**src/rtl/hack_pkg.sv**
```systemverilog
// Shared definitions for the Hack CPU control sequencer: FSM states,
// instruction field positions and the default program counter width.
package hack_pkg;

    localparam int HACK_PC_W = 15;

    localparam int CI_BIT  = 15;
    localparam int A_BIT   = 12;
    localparam int ALU_LSB = 6;
    localparam int DEST_A  = 5;
    localparam int DEST_D  = 4;
    localparam int DEST_M  = 3;
    localparam int JMP_LSB = 0;

    typedef enum logic [2:0] {
        FETCH,
        DECODE,
        MREAD,
        EXEC,
        MWRITE,
        HALT
    } state_t;

endpackage

```
**src/rtl/hack_jump_eval.sv**
```systemverilog
// Hack jump condition: j[2] selects negative, j[1] zero, j[0] strictly positive.
module hack_jump_eval (
    input  logic [2:0] j,
    input  logic       zero,
    input  logic       neg,
    output logic       take
);

    assign take = (j[2] & neg) | (j[1] & zero) | (j[0] & ~neg & ~zero);

endmodule

```
**src/rtl/hack_cpu_control.sv**
```systemverilog
// Multi-cycle Hack CPU control sequencer: fetch/decode, A/D/PC ownership,
// ALU control, M read/write and jumps. Optional HACK_HALT_DETECT_EN stops on a self-loop jump.
module hack_cpu_control
    import hack_pkg::*;
#(
    parameter int PC_W   = HACK_PC_W,
    parameter int DATA_W = 16
) (
    input  logic              clk,
    input  logic              reset,
    output logic              imem_req,
    output logic [PC_W-1:0]   imem_addr,
    input  logic              imem_ack,
    input  logic [DATA_W-1:0] imem_data,
    output logic              dmem_rd_req,
    output logic              dmem_wr_req,
    output logic [14:0]       dmem_addr,
    output logic [DATA_W-1:0] dmem_wdata,
    input  logic              dmem_ack,
    input  logic [DATA_W-1:0] dmem_rdata,
    output logic [DATA_W-1:0] alu_x,
    output logic [DATA_W-1:0] alu_y,
    output logic              zerox,
    output logic              negx,
    output logic              zeroy,
    output logic              negy,
    output logic              functioncode,
    output logic              neg_out,
    input  logic [DATA_W-1:0] alu_out,
    input  logic              alu_zero,
    input  logic              alu_neg,
    output logic              halted
);

    state_t              state_reg, state_next;
    logic [PC_W-1:0]     pc_reg;
    logic [DATA_W-1:0]   a_reg, d_reg, ir_reg, m_reg, result_reg, old_a_reg;
    logic [5:0]          alu_ctl;
    logic                take;
    logic                unused_bits;

    assign unused_bits = old_a_reg[DATA_W-1];

    hack_jump_eval u_jump_eval (
        .j    (ir_reg[JMP_LSB +: 3]),
        .zero (alu_zero),
        .neg  (alu_neg),
        .take (take)
    );

`ifdef HACK_HALT_DETECT_EN
    logic halt_pend_reg;
    logic self_loop;
    // An unconditional jump to its own address can never leave, so park there.
    assign self_loop = take && (ir_reg[JMP_LSB +: 3] == 3'b111) &&
                       (old_a_reg[PC_W-1:0] == pc_reg);
`endif

    assign imem_addr  = pc_reg;
    assign dmem_wdata = result_reg;
    assign alu_x      = d_reg;
    assign alu_y      = ir_reg[A_BIT] ? m_reg : a_reg;
    assign {zerox, negx, zeroy, negy, functioncode, neg_out} = alu_ctl;

    always_ff @(posedge clk) begin
        if (reset) begin
            state_reg <= FETCH;
        end else begin
            state_reg <= state_next;
        end
    end

    // Requests are masked while reset is held so nothing leaks out mid-reset.
    always_comb begin
        state_next  = state_reg;
        imem_req    = 1'b0;
        dmem_rd_req = 1'b0;
        dmem_wr_req = 1'b0;
        dmem_addr   = a_reg[14:0];
        alu_ctl     = 6'b0;
        halted      = 1'b0;
        if (!reset) begin
            case (state_reg)
                FETCH: begin
                    imem_req = 1'b1;
                    if (imem_ack) state_next = DECODE;
                end
                DECODE: begin
                    if (!ir_reg[CI_BIT])     state_next = FETCH;
                    else if (ir_reg[A_BIT])  state_next = MREAD;
                    else                     state_next = EXEC;
                end
                MREAD: begin
                    dmem_rd_req = 1'b1;
                    if (dmem_ack) state_next = EXEC;
                end
                EXEC: begin
                    alu_ctl    = ir_reg[ALU_LSB +: 6];
                    state_next = ir_reg[DEST_M] ? MWRITE : FETCH;
`ifdef HACK_HALT_DETECT_EN
                    if (!ir_reg[DEST_M] && self_loop) state_next = HALT;
`endif
                end
                MWRITE: begin
                    dmem_wr_req = 1'b1;
                    dmem_addr   = old_a_reg[14:0];
                    if (dmem_ack) begin
`ifdef HACK_HALT_DETECT_EN
                        state_next = halt_pend_reg ? HALT : FETCH;
`else
                        state_next = FETCH;
`endif
                    end
                end
`ifdef HACK_HALT_DETECT_EN
                HALT: begin
                    halted = 1'b1;
                end
`endif
                default: state_next = FETCH;
            endcase
        end
    end

    always_ff @(posedge clk) begin
        if (reset) begin
            pc_reg     <= '0;
            a_reg      <= '0;
            d_reg      <= '0;
            ir_reg     <= '0;
            m_reg      <= '0;
            result_reg <= '0;
            old_a_reg  <= '0;
`ifdef HACK_HALT_DETECT_EN
            halt_pend_reg <= 1'b0;
`endif
        end else begin
            case (state_reg)
                FETCH: if (imem_ack) ir_reg <= imem_data;
                DECODE: begin
                    if (!ir_reg[CI_BIT]) begin
                        a_reg  <= {1'b0, ir_reg[DATA_W-2:0]};
                        pc_reg <= pc_reg + 1'b1;
                    end else begin
                        old_a_reg <= a_reg;
                    end
                end
                MREAD: if (dmem_ack) m_reg <= dmem_rdata;
                EXEC: begin
                    result_reg <= alu_out;
                    if (ir_reg[DEST_A]) a_reg <= alu_out;
                    if (ir_reg[DEST_D]) d_reg <= alu_out;
                    // Jump target comes from A as it was before this instruction wrote it.
                    pc_reg <= take ? old_a_reg[PC_W-1:0] : pc_reg + 1'b1;
`ifdef HACK_HALT_DETECT_EN
                    halt_pend_reg <= self_loop;
`endif
                end
                default: ;
            endcase
        end
    end

endmodule

```
**config.mk**
```make
export PLATFORM = sky130hd
export DESIGN_NAME = hack_cpu_control
export DESIGN_NICKNAME = d
export VERILOG_FILES = /design/src/rtl/hack_pkg.sv /design/src/rtl/hack_jump_eval.sv /design/src/rtl/hack_cpu_control.sv
export SDC_FILE = /design/constraint.sdc
export NUM_CORES = 1
export LEC_CHECK = 0
export ABC_AREA = 0
export BUFFER_PORTS_ARGS = -buffer_cell sky130_fd_sc_hd__buf_2
export CORE_ASPECT_RATIO = 0.6
export CORE_MARGIN = 2
export CORE_UTILIZATION = 38
export DETAILED_ROUTE_END_ITERATION = 16
export PLACE_DENSITY = 0.6
export SLEW_MARGIN = 20
export SYNTH_ARGS = -nofsm -noshare
export SYNTH_HDL_FRONTEND = slang
export SYNTH_SLANG_ARGS = --single-unit
```
**constraint.sdc**
```tcl
create_clock -name clk -period 4.9 [get_ports clk]
set_input_delay 0.49 -clock clk [delete_from_list [all_inputs] [get_ports clk]]
set_output_delay 0.49 -clock clk [all_outputs]
set_load 0.1 [all_outputs]
```
; ---- Yosys cells after proc, flatten, opt, wreduce, memory -nomap -nowiden
; Index checks and enable logic that the tools add are counted.
; Widths: inputs -> output; s select.
[totals]
register_bits = 113
wordCells = 59
[op_classes]
n_bitwise = 8
reduce_logical = 9
mux = 24
addsub = 1
n_eq_ne = 9
[ops]
columns = op, n
row1 = $mux 15, 4
row2 = $mux 16, 3
row3 = $pmux 16 s2, 1
row4 = $pmux 15 s2, 1
row5 = $add 15x1->15 const B, 1
row6 = $pmux 3 s5, 1
row7 = $mux 3, 4
row8 = $mux 6, 2
row9 = $ne 2x2->1 const B, 5
row10 = $reduce_and 2->1, 5
row11 = $mux 1, 7
row12 = $eq 3x2->1 const B, 2
row13 = $reduce_and 3->1, 2
row14 = $and 1x1->1, 4
row15 = $eq 3x1->1 const B, 1
row16 = $eq 3x3->1 const B, 1
row17 = $logic_not 3->1, 1
row18 = $mux 2, 1
row19 = $not 1->1, 2
row20 = $or 1x1->1, 2
row21 = $reduce_bool 2->1, 1

; ---- Logic depth before layout (Yosys ltp)
; Gate-level depths: netlist of the first run.
[logic_depth]
word_depth = 6
depth_mapped = 8
ltp_nobuf = 5

; ---- By module
; From an unflattened synthesis of the first run, not the netlist that was laid out.
[hier_totals]
hier_cells = 611
area_unflattened_um2 = 4894.7
[modules_own_cells]
columns = module, cells_each, area_per_inst_um2, n_inst
row1 = hack_cpu_control, 609, 4877.2, 1
row2 = hack_jump_eval, 2, 17.5, 1

; ---- Least setup slack after synthesis of the first run
; OpenSTA, ideal clock, no wires.
[synth_timing]
kind = input to output
from = input port reset
to = output port dmem_rd_req
path_buffers = 2
path_slack_ns = 0.389
arrival_ns = 4.021
required_ns = 4.410
cell_stages = 3
path_cell_list = clkbuf_1 clkbuf_1 nor4b_1
[synth_via]
elab_chain_len = 1
[synth_lines]
columns = item, line_no
row1 = start: declaration, hack_cpu_control.sv:10  ; input logic reset,
row2 = $mux 1, hack_cpu_control.sv:82  ; if (!reset) begin
row3 = end: declaration, hack_cpu_control.sv:15  ; output logic dmem_rd_req,
; No other way between the ends.

; ---- Worst setup path in the final report of the first run
[layout_timing]
from = register state_reg[2]
to = output port dmem_addr[0]
[layout_via]
elab_chain_len = 3
[layout_lines]
columns = item, line_no
row1 = start: declaration, hack_cpu_control.sv:35  ; state_t state_reg, state_next;
row2 = start signal: assignment, hack_cpu_control.sv:69  ; state_reg <= state_next;
row3 = $eq 3x3->1, hack_cpu_control.sv:83  ; case (state_reg)
row4 = $mux 15, hack_cpu_control.sv:83
row5 = $mux 15, hack_cpu_control.sv:82
row6 = end: declaration, hack_cpu_control.sv:17  ; output logic [14:0] dmem_addr,
; No other way between the ends.

==> results.sh, run 1 <==
export IMPL_seqPwrFrac_pct=37.7
export IMPL_cts_tree="yes"
export IMPL_fp_dieH_um=93.9
export IMPL_routedWlPerCell_um=16.9
export IMPL_peakVddDrop_v=0.000243
export IMPL_start_util_pct=39.4
export IMPL_postPlaceCellArea_um2=5800
export IMPL_status="finished clean"
export IMPL_syn_cell_area_um2=5110
export IMPL_synth_top_area_cell="dfxtp_1"
export IMPL_crit_path_start="state_reg[2]"
export IMPL_drive_above_1_share_pct=31.3
export IMPL_relSlewSlack_pct=30.9
export IMPL_drt_iter0_drc=402
export IMPL_finalMaxSlewViolations=0
export IMPL_syn2layout_area_growth_pct=25.6
export IMPL_p_clk_share_pct=49.4
export IMPL_power_frac_comb_pct=12.8
export IMPL_dpl_hpwl_mm=11.0
export IMPL_syn_nets=659
export IMPL_max_cap_violations=0
export IMPL_grt_max_degree=74
export IMPL_synth_edf_count=0
export IMPL_cts_hold_buffers=0
export IMPL_final_antenna_net_count=0
export IMPL_cts_sinks=113
export IMPL_port_buffers=140
export IMPL_cp_end_kind="primary output"
export IMPL_insertion_delay_ns=0.41
export IMPL_worstHoldStart="dmem_rdata[9]"
export IMPL_die_w_um=154
export IMPL_reg2reg_from="state_reg[2]"
export IMPL_clkTransAtPathRegs_ns=0.05
export IMPL_skew_ns=0.00683
export IMPL_slowest_delay_ns=0.72
export IMPL_worstRegToRegCells=5
export IMPL_ys_warn_count=0
export IMPL_synth_seq_cells=113
export IMPL_postCtsSetupBuffers=0
export IMPL_final_fill_count=1292
export IMPL_rows=32
export IMPL_tightest_slew_ns=1.03
export IMPL_rsz0062_at_grt="no"
export IMPL_max_freq_mhz=305
export IMPL_path_class="reg2out"
export IMPL_routabilityCongestion=0.842
export IMPL_antenna_found_initial=1
export IMPL_drc=0
export IMPL_hold_viol_final=0
export IMPL_min_period_ns=3.28
export IMPL_io_pins=142
export IMPL_n_antenna_cell=0
export IMPL_die_area_um2=14400
export IMPL_switching_share_pct=27.6
export IMPL_syn_area_per_cell_um2=8.47
export IMPL_holdPathEnd="m_reg[9]"
export IMPL_required_ns=4.41
export IMPL_p_int_mw=1.87
export IMPL_setup_viol=0
export IMPL_cts_buffer_depth=2
export IMPL_finalSetupTns_ns=0
export IMPL_ys_seq_area_share_pct=44.2
export IMPL_power_density_nw_per_um2=403
export IMPL_r2r_end="imem_addr[11]"
export IMPL_arrival_ns=2.79
export IMPL_core_area_um2=13000
export IMPL_crit_chain="nand2b_1, nor3_4, mux2_2, buf_2"
export IMPL_synthArstFlopShare_pct=0
export IMPL_htree_levels=4
export IMPL_hp_class="in2reg"
export IMPL_vias_per_cell=5.16
export IMPL_grt_pass1_vias=4277
export IMPL_wirelength_mm=15.3
export IMPL_root_buffer="clkbuf_16"
export IMPL_p_sw_mw=0.716
export IMPL_final_area_um2=6420
export IMPL_synth_top_area_share_pct=44.2
export IMPL_synthTopCellsByCount="181 x nand2_1, 113 x dfxtp_1, 91 x a21oi_1"
export IMPL_ff2ff_setup_slack_ns=2.25
export IMPL_cpMaxStageDelayCell="dfxtp_1"
export IMPL_worstPathMaxFanout=16
export IMPL_synth_flop_cell="dfxtp_1"
export IMPL_leakage_nw=2.64
export IMPL_fin_nets=776
export IMPL_drt_first_pass_iters=5
export IMPL_synth_most_common_cell="nand2_1"
export IMPL_start_kind="register"
export IMPL_cts_buffers=17
export IMPL_routed_via_count=4668
export IMPL_synthCells=604
export IMPL_grt_use_total_pct=21.2
export IMPL_synth_area_leaders="dfxtp_1 44%, nand2_1 13%, a21oi_1 8.9%"
export IMPL_whs_path_depth=3
export IMPL_grt_pass1_wl_mm=23.5
export IMPL_grt_ovfl_total=0
export IMPL_ys_types=56
export IMPL_finalCritPeriodShare_pct=66.9
export IMPL_ctsResizeCount=0
[layer usage]
metal / global-route usage (%) / vias to the layer above / part of all wire, %
li1: - / 2302 / -
met1: 31.5 / 2186 / 51
met2: 29.4 / 173 / 41
met3: 7.06 / 7 / 7.8
met4: 4.20 / 0 / 0.40
met5: 0 / - / 0
[per-stage QoR]
| stage | utilization (%) | hold slack [ns] | instances | worst slack [ns] | total power, mW |
|---|---|---|---|---|---|
| final | 49.5 | 0.321 | 904 | 1.62 | 2.59 |
| after global routing | 49.5 | 0.312 | 904 | 1.46 | 2.68 |
| after CTS | 49.4 | 0.309 | 903 | 1.63 | 2.60 |
| after detailed placement | 44.7 | 0.446 | 871 | 2.06 | 1.33 |
| after global placement | 44.7 | 0.438 | 871 | 2.13 | 1.33 |
| after floorplan | - | 0.433 | 604 | 0.389 | 1.25 |
[area by class of cell]
class / count / area [µm²] / area share, %
Multi-Input combinational cell: 446 / 2610 / 40.6
Clock buffer: 20 / 447 / 6.96
Sequential cell: 113 / 2260 / 35.2
Tap cell: 170 / 213 / 3.31
Timing Repair Buffer: 142 / 722 / 11.2
Inverter: 1 / 3.75 / 0.0585
Clock inverter: 12 / 164 / 2.55
[placed cells by master (no fill, tap or decap), drive strengths merged, types with 2 or more instances in the layout]
master / netlist / layout
a211oi: 8 / 8
a21o: 2 / 2
a21oi: 93 / 93
a311oi: 16 / 16
and2: 12 / 12
and4: 2 / 2
buf: 28 / 142
bufinv: 0 / 4
clkbuf: 16 / 20
clkinv: 0 / 8
dfxtp: 113 / 113
mux2: 32 / 32
nand2: 182 / 182
nand2b: 5 / 5
nand3: 8 / 8
nand3b: 2 / 2
nand4: 6 / 6
nor2: 30 / 30
nor3: 11 / 11
nor4: 2 / 2
nor4b: 2 / 2
o21a: 2 / 2
o21ai: 9 / 9
o31ai: 2 / 2
xor2: 6 / 6
[worst max-delay path by stage]
stage | to | slack (ns)
finish | dmem_addr[0] | 1.62
floorplan | dmem_rd_req | 0.39
global route | negx | 1.46
detailed placement | dmem_addr[0] | 2.06
CTS | dmem_addr[0] | 1.63
global placement | zerox | 2.13
[cell families after synthesis]
| group | Yosys count | share of synthesized area (%) |
|---|---|---|
| AO/OA/AOI/OAI | 136 | 17.8 |
| multiplexers | 33 | 7.24 |
| adder cells (fa/ha/maj) | 1 | 0.245 |
| AND/OR/NAND/NOR | 269 | 24.3 |
| XOR/XNOR | 6 | 1.03 |
| buffers and inverters | 45 | 5.04 |
| other | 1 | 0.0733 |
| flip-flops | 113 | 44.2 |
[power by group through the flow]
stage	clock, mW	sequential [mW]	combinational, mW
after floorplan	0	0.992	0.263
after global placement	0	0.997	0.329
after global routing	1.35	0.981	0.349
after CTS	1.29	0.978	0.333
final	1.28	0.978	0.332
after detailed placement	0	0.997	0.332
[worst max-delay path, delay by kind of cell (launching register included)]
kind                   cells  cell delay, ns
flip-flops                 1            0.72
AND/OR/NAND/NOR            2            0.92
buffers and inverters      1            0.42
multiplexers               1            0.31
Note: power is estimated with default switching activity, not from simulation.
==> run 2, diff against run 1 <==
PLACE_DENSITY = 0.63   (was 0.6)
clock period = 2.8 ns   (was 4.9 ns; I/O delays follow)
==> run 2 against run 1 <==
  * Non-clock buffer count up 13
  * Core utilization increased by 1.5 points
  * Combinational power is 91% higher
  * Via count is 2.3% higher
  * Power grew 73%
  * Wire length rose by 1.8%
  * Worst hold slack worse by 0.22 ns
  * Sequential cell count did not move
  * Cell area increased by 3.0%
  * Sequential share of layout area fell by 1.0 points
  * Global-route usage rose by 0.67 points
  * Critical path depth increased by 1
==> results.sh, run 2 (same netlist as run 1, synthesis figures left out) <==
export IMPL_cp_end_kind="primary output"
export IMPL_timing_hold_ws_ns=0.0984
export IMPL_grt_ovfl_total=0
export IMPL_setup_viol=0
export IMPL_arrival_ns=2.19
export IMPL_required_ns=2.52
export IMPL_instances_no_fill=917
export IMPL_worstRegToRegCells=6
export IMPL_wirelength_mm=15.6
export IMPL_cts_sinks=113
export IMPL_max_freq_mhz=404
export IMPL_postPlaceCellArea_um2=6020
export IMPL_peakVddDrop_v=0.000400
export IMPL_grt_max_degree=75
export IMPL_routedWlPerCell_um=17.0
export IMPL_slowest_delay_ns=0.42
export IMPL_dpl_hpwl_mm=11.4
export IMPL_dp_cells=885
export IMPL_n_antenna_cell=0
export IMPL_cts_buffer_depth=2
export IMPL_grt_pass1_vias=4530
export IMPL_postCtsSetupBuffers=0
export IMPL_root_buffer="clkbuf_16"
export IMPL_status="finished clean"
export IMPL_syn2layout_area_growth_pct=29.3
export IMPL_htree_levels=4
export IMPL_tightest_slew_ns=0.851
export IMPL_ff2ff_setup_slack_ns=0.75
export IMPL_final_antenna_net_count=0
export IMPL_rsz0062_at_grt="no"
export IMPL_core_area_um2=13000
export IMPL_insertion_delay_ns=0.41
export IMPL_io_pins=142
export IMPL_routabilityCongestion=0.872
export IMPL_hold_viol_final=0
export IMPL_crit_chain="buf_4, nand3b_4, nor2_1, and2_1, buf_2"
export IMPL_cts_hold_buffers=0
export IMPL_drt_iter0_drc=299
export IMPL_grt_pass1_wl_mm=24.3
export IMPL_start_util_pct=39.4
export IMPL_cts_tree="yes"
export IMPL_drt_first_pass_iters=4
export IMPL_start_kind="register"
export IMPL_drive_above_1_share_pct=32.8
export IMPL_cts_buffers=17
export IMPL_skew_ns=0.00777
export IMPL_power_total_mw=4.49
export IMPL_relSlewSlack_pct=43.3
export IMPL_fp_dieH_um=93.9
export IMPL_finalMaxSlewViolations=0
export IMPL_whs_path_depth=3
export IMPL_vias_per_cell=5.21
export IMPL_power_density_nw_per_um2=679
export IMPL_leakage_nw=2.69
export IMPL_finalCritPeriodShare_pct=88.4
export IMPL_antenna_found_initial=0
export IMPL_port_buffers=140
export IMPL_min_period_ns=2.47
export IMPL_rows=32
export IMPL_worstPathMaxFanout=13
export IMPL_clkTransAtPathRegs_ns=0.06
export IMPL_hp_class="in2reg"
export IMPL_die_w_um=154
export IMPL_most_common_layout_cells="181 x nand2_1, 132 x buf_2, 113 x dfxtp_1"
export IMPL_grt_use_total_pct=21.8
export IMPL_die_area_um2=14400
export IMPL_drc=0
export IMPL_fin_nets=789
export IMPL_path_class="reg2out"
export IMPL_cpMaxStageDelayCell="buf_2"
export IMPL_routed_via_count=4777
export IMPL_final_area_um2=6610
export IMPL_layout_commonest_cell="nand2_1"
export IMPL_ctsResizeCount=0
export IMPL_max_cap_violations=0
export IMPL_finalSetupTns_ns=0
## run 2: layout make-up
cell class	count	area, µm²
fill	1212	6360
multi-input combinational	446	2620
sequential	113	2260
timing repair buffer	155	921
clock buffer	20	457
tap	170	213
clock inverter	12	134
inverter	1	3.75
## run 2: routing by layer
metal / up-vias / global-route usage [%] / share of wire (%)
met5: - / 0 / 0
met4: 0 / 5.50 / 0.76
met3: 15 / 6.04 / 7.5
met2: 176 / 30.5 / 41
met1: 2250 / 32.7 / 50
li1: 2336 / - / -
## run 2: power breakdown
group          switching (mW)  leakage [nW]  internal [mW]
Sequential             0.0500         0.915           1.65
Clock                   0.797         0.275           1.36
Combinational           0.471          1.50          0.163
Total                    1.32          2.69           3.17
## run 2: worst paths after layout
check                                  start            to
worst max-delay path            state_reg[2]         zerox
worst min-delay path            imem_data[6]     ir_reg[6]
worst max register to register  state_reg[2]  imem_addr[7]
worst min register to register      alu_x[9]      alu_x[9]
## run 2: metrics by stage
stage	setup slack [ns]	util, %
global placement	0.775	46.4
detailed placement	0.755	46.4
finish	0.326	51.0
global route	0.240	51.0
CTS	0.314	51.0
floorplan	0.0893	-
## run 2: worst max-delay path: cells and delay by family, from the launching register on
kind / cells / cell delay (ns)
and+or+nand+nor: 3 / 0.87
buffers and inverters: 2 / 0.61
DFF: 1 / 0.29
==> run 3, diff against run 2 <==
HOLD_SLACK_MARGIN = 0.15   (was default)
==> run 3 against run 2 <==
  * Maximum frequency decreased by 0.75%
  * Via count increased by 4.0%
  * Register-to-register slack about the same
  * Critical endpoint unchanged
  * Clock skew increased by 0.0063 ns
  * Wire length increased by 3.5%
==> results.sh, run 3 (same netlist as run 1, synthesis figures left out) <==
export IMPL_final_fill_count=1161
export IMPL_leakage_nw=2.88
export IMPL_grt_pass1_wl_mm=25.1
export IMPL_skew_ns=0.0141
export IMPL_power_density_nw_per_um2=642
export IMPL_required_ns=2.52
export IMPL_drive_above_1_share_pct=30.9
export IMPL_dpl_hpwl_mm=11.4
export IMPL_finalCritPeriodShare_pct=89.0
export IMPL_hp_class="in2reg"
export IMPL_port_buffers=140
export IMPL_postPlaceCellArea_um2=6020
export IMPL_rsz0062_at_grt="no"
export IMPL_hold_viol_final=0
export IMPL_routabilityCongestion=0.872
export IMPL_cts_sinks=113
export IMPL_fin_nets=835
export IMPL_final_area_um2=7070
export IMPL_die_area_um2=14400
export IMPL_grt_pass1_vias=4752
export IMPL_most_common_layout_cells="181 x nand2_1, 132 x buf_2, 113 x dfxtp_1"
export IMPL_crit_chain="buf_4, nand3b_4, nor2_1, and2_1, buf_2"
export IMPL_drc=0
export IMPL_min_period_ns=2.49
export IMPL_worstHoldStart="imem_data[7]"
export IMPL_ctsResizeCount=0
export IMPL_drt_iter0_drc=311
export IMPL_cpMaxStageDelayCell="buf_2"
export IMPL_finalMaxSlewViolations=0
export IMPL_htree_levels=4
export IMPL_finalSetupTns_ns=0
export IMPL_worstPathMaxFanout=13
export IMPL_pre_cts_ws_ns=0.755
export IMPL_setup_viol=0
export IMPL_die_w_um=154
export IMPL_crit_path_start="state_reg[2]"
export IMPL_max_cap_violations=0
export IMPL_cts_tree="yes"
export IMPL_layout_commonest_cell="nand2_1"
export IMPL_status="finished clean"
export IMPL_peakVddDrop_v=0.000405
export IMPL_postCtsSetupBuffers=0
export IMPL_start_kind="register"
export IMPL_wirelength_mm=16.1
export IMPL_core_area_um2=13000
export IMPL_path_class="reg2out"
export IMPL_routed_via_count=4966
export IMPL_vias_per_cell=5.16
export IMPL_cts_buffer_depth=2
export IMPL_grt_use_total_pct=22.5
export IMPL_relSlewSlack_pct=42.6
export IMPL_reg2reg_from="state_reg[2]"
export IMPL_n_antenna_cell=0
export IMPL_insertion_delay_ns=0.42
export IMPL_syn2layout_area_growth_pct=38.3
export IMPL_routedWlPerCell_um=16.8
export IMPL_root_buffer="clkbuf_16"
export IMPL_cts_buffers=17
export IMPL_clkTransAtPathRegs_ns=0.06
export IMPL_cp_end_kind="primary output"
export IMPL_rows=32
export IMPL_io_pins=142
export IMPL_antenna_found_initial=0
export IMPL_grt_ovfl_total=0
export IMPL_slowest_delay_ns=0.42
export IMPL_arrival_ns=2.21
export IMPL_setup_slack_ns=0.307
export IMPL_timing_hold_ws_ns=0.150
export IMPL_final_antenna_net_count=0
export IMPL_tightest_slew_ns=0.860
export IMPL_start_util_pct=39.4
export IMPL_fp_dieH_um=93.9
export IMPL_drt_first_pass_iters=7
export IMPL_max_freq_mhz=401
export IMPL_grt_max_degree=75
==> run 3: changes by cell type in the layout (fill, tap and decap cells not counted), sizes merged <==
cell         before  now
dlygate4sd3       0   46
==> run 3: repair_timing <==
action                                 CTS  global route
endpoints found under the hold margin   48             0
setup endpoints to repair                0             0
hold buffers                            46             0
==> run 3: worst max-delay path, delay by kind of cell (launching register included) <==
kind / cells / cell delay [ns]
flops: 1 / 0.29
simple gates: 3 / 0.89
buf+inv: 2 / 0.61
==> run 3: worst paths after layout <==
check,slack [ns],end,cells after the start
min,0.15,ir_reg[7],3
min reg2reg,0.45,m_reg[2],2
max reg2reg,0.75,imem_addr[7],6
max,0.31,zerox,5
==> run 3: layout make-up <==
class | instances | area, µm² | share of cell area [%]
clock buffers | 20 | 457 | 6.46
clock inverters | 12 | 134 | 1.89
inverters | 1 | 3.75 | 0.0531
multi-input cells | 446 | 2620 | 37.1
flip-flops and latches | 113 | 2260 | 32.0
well taps | 170 | 213 | 3.01
repair buffers | 201 | 1380 | 19.5
==> run 3: metrics by stage <==
stage	std cells	util, %	total power, mW
final	963	54.5	4.54
after CTS	963	54.5	4.56
after detailed placement	885	46.4	2.37
after floorplan	604	-	2.20
after global placement	885	46.4	2.36
after global routing	963	54.5	4.69
==> run 3: metal layers <==
layer | share of wire [%] | track usage [%] | vias up
li1 | - | - | 2427
met1 | 50 | 33.2 | 2338
met2 | 42 | 32.3 | 193
met3 | 7.5 | 5.86 | 8
met4 | 0.53 | 5.50 | 0
met5 | 0 | 0 | -
==> run 3: power breakdown <==
group / internal, mW / leakage [nW] / switching (mW)
Clock: 1.36 / 0.275 / 0.799
Sequential: 1.65 / 0.915 / 0.0501
Combinational: 0.205 / 1.69 / 0.481
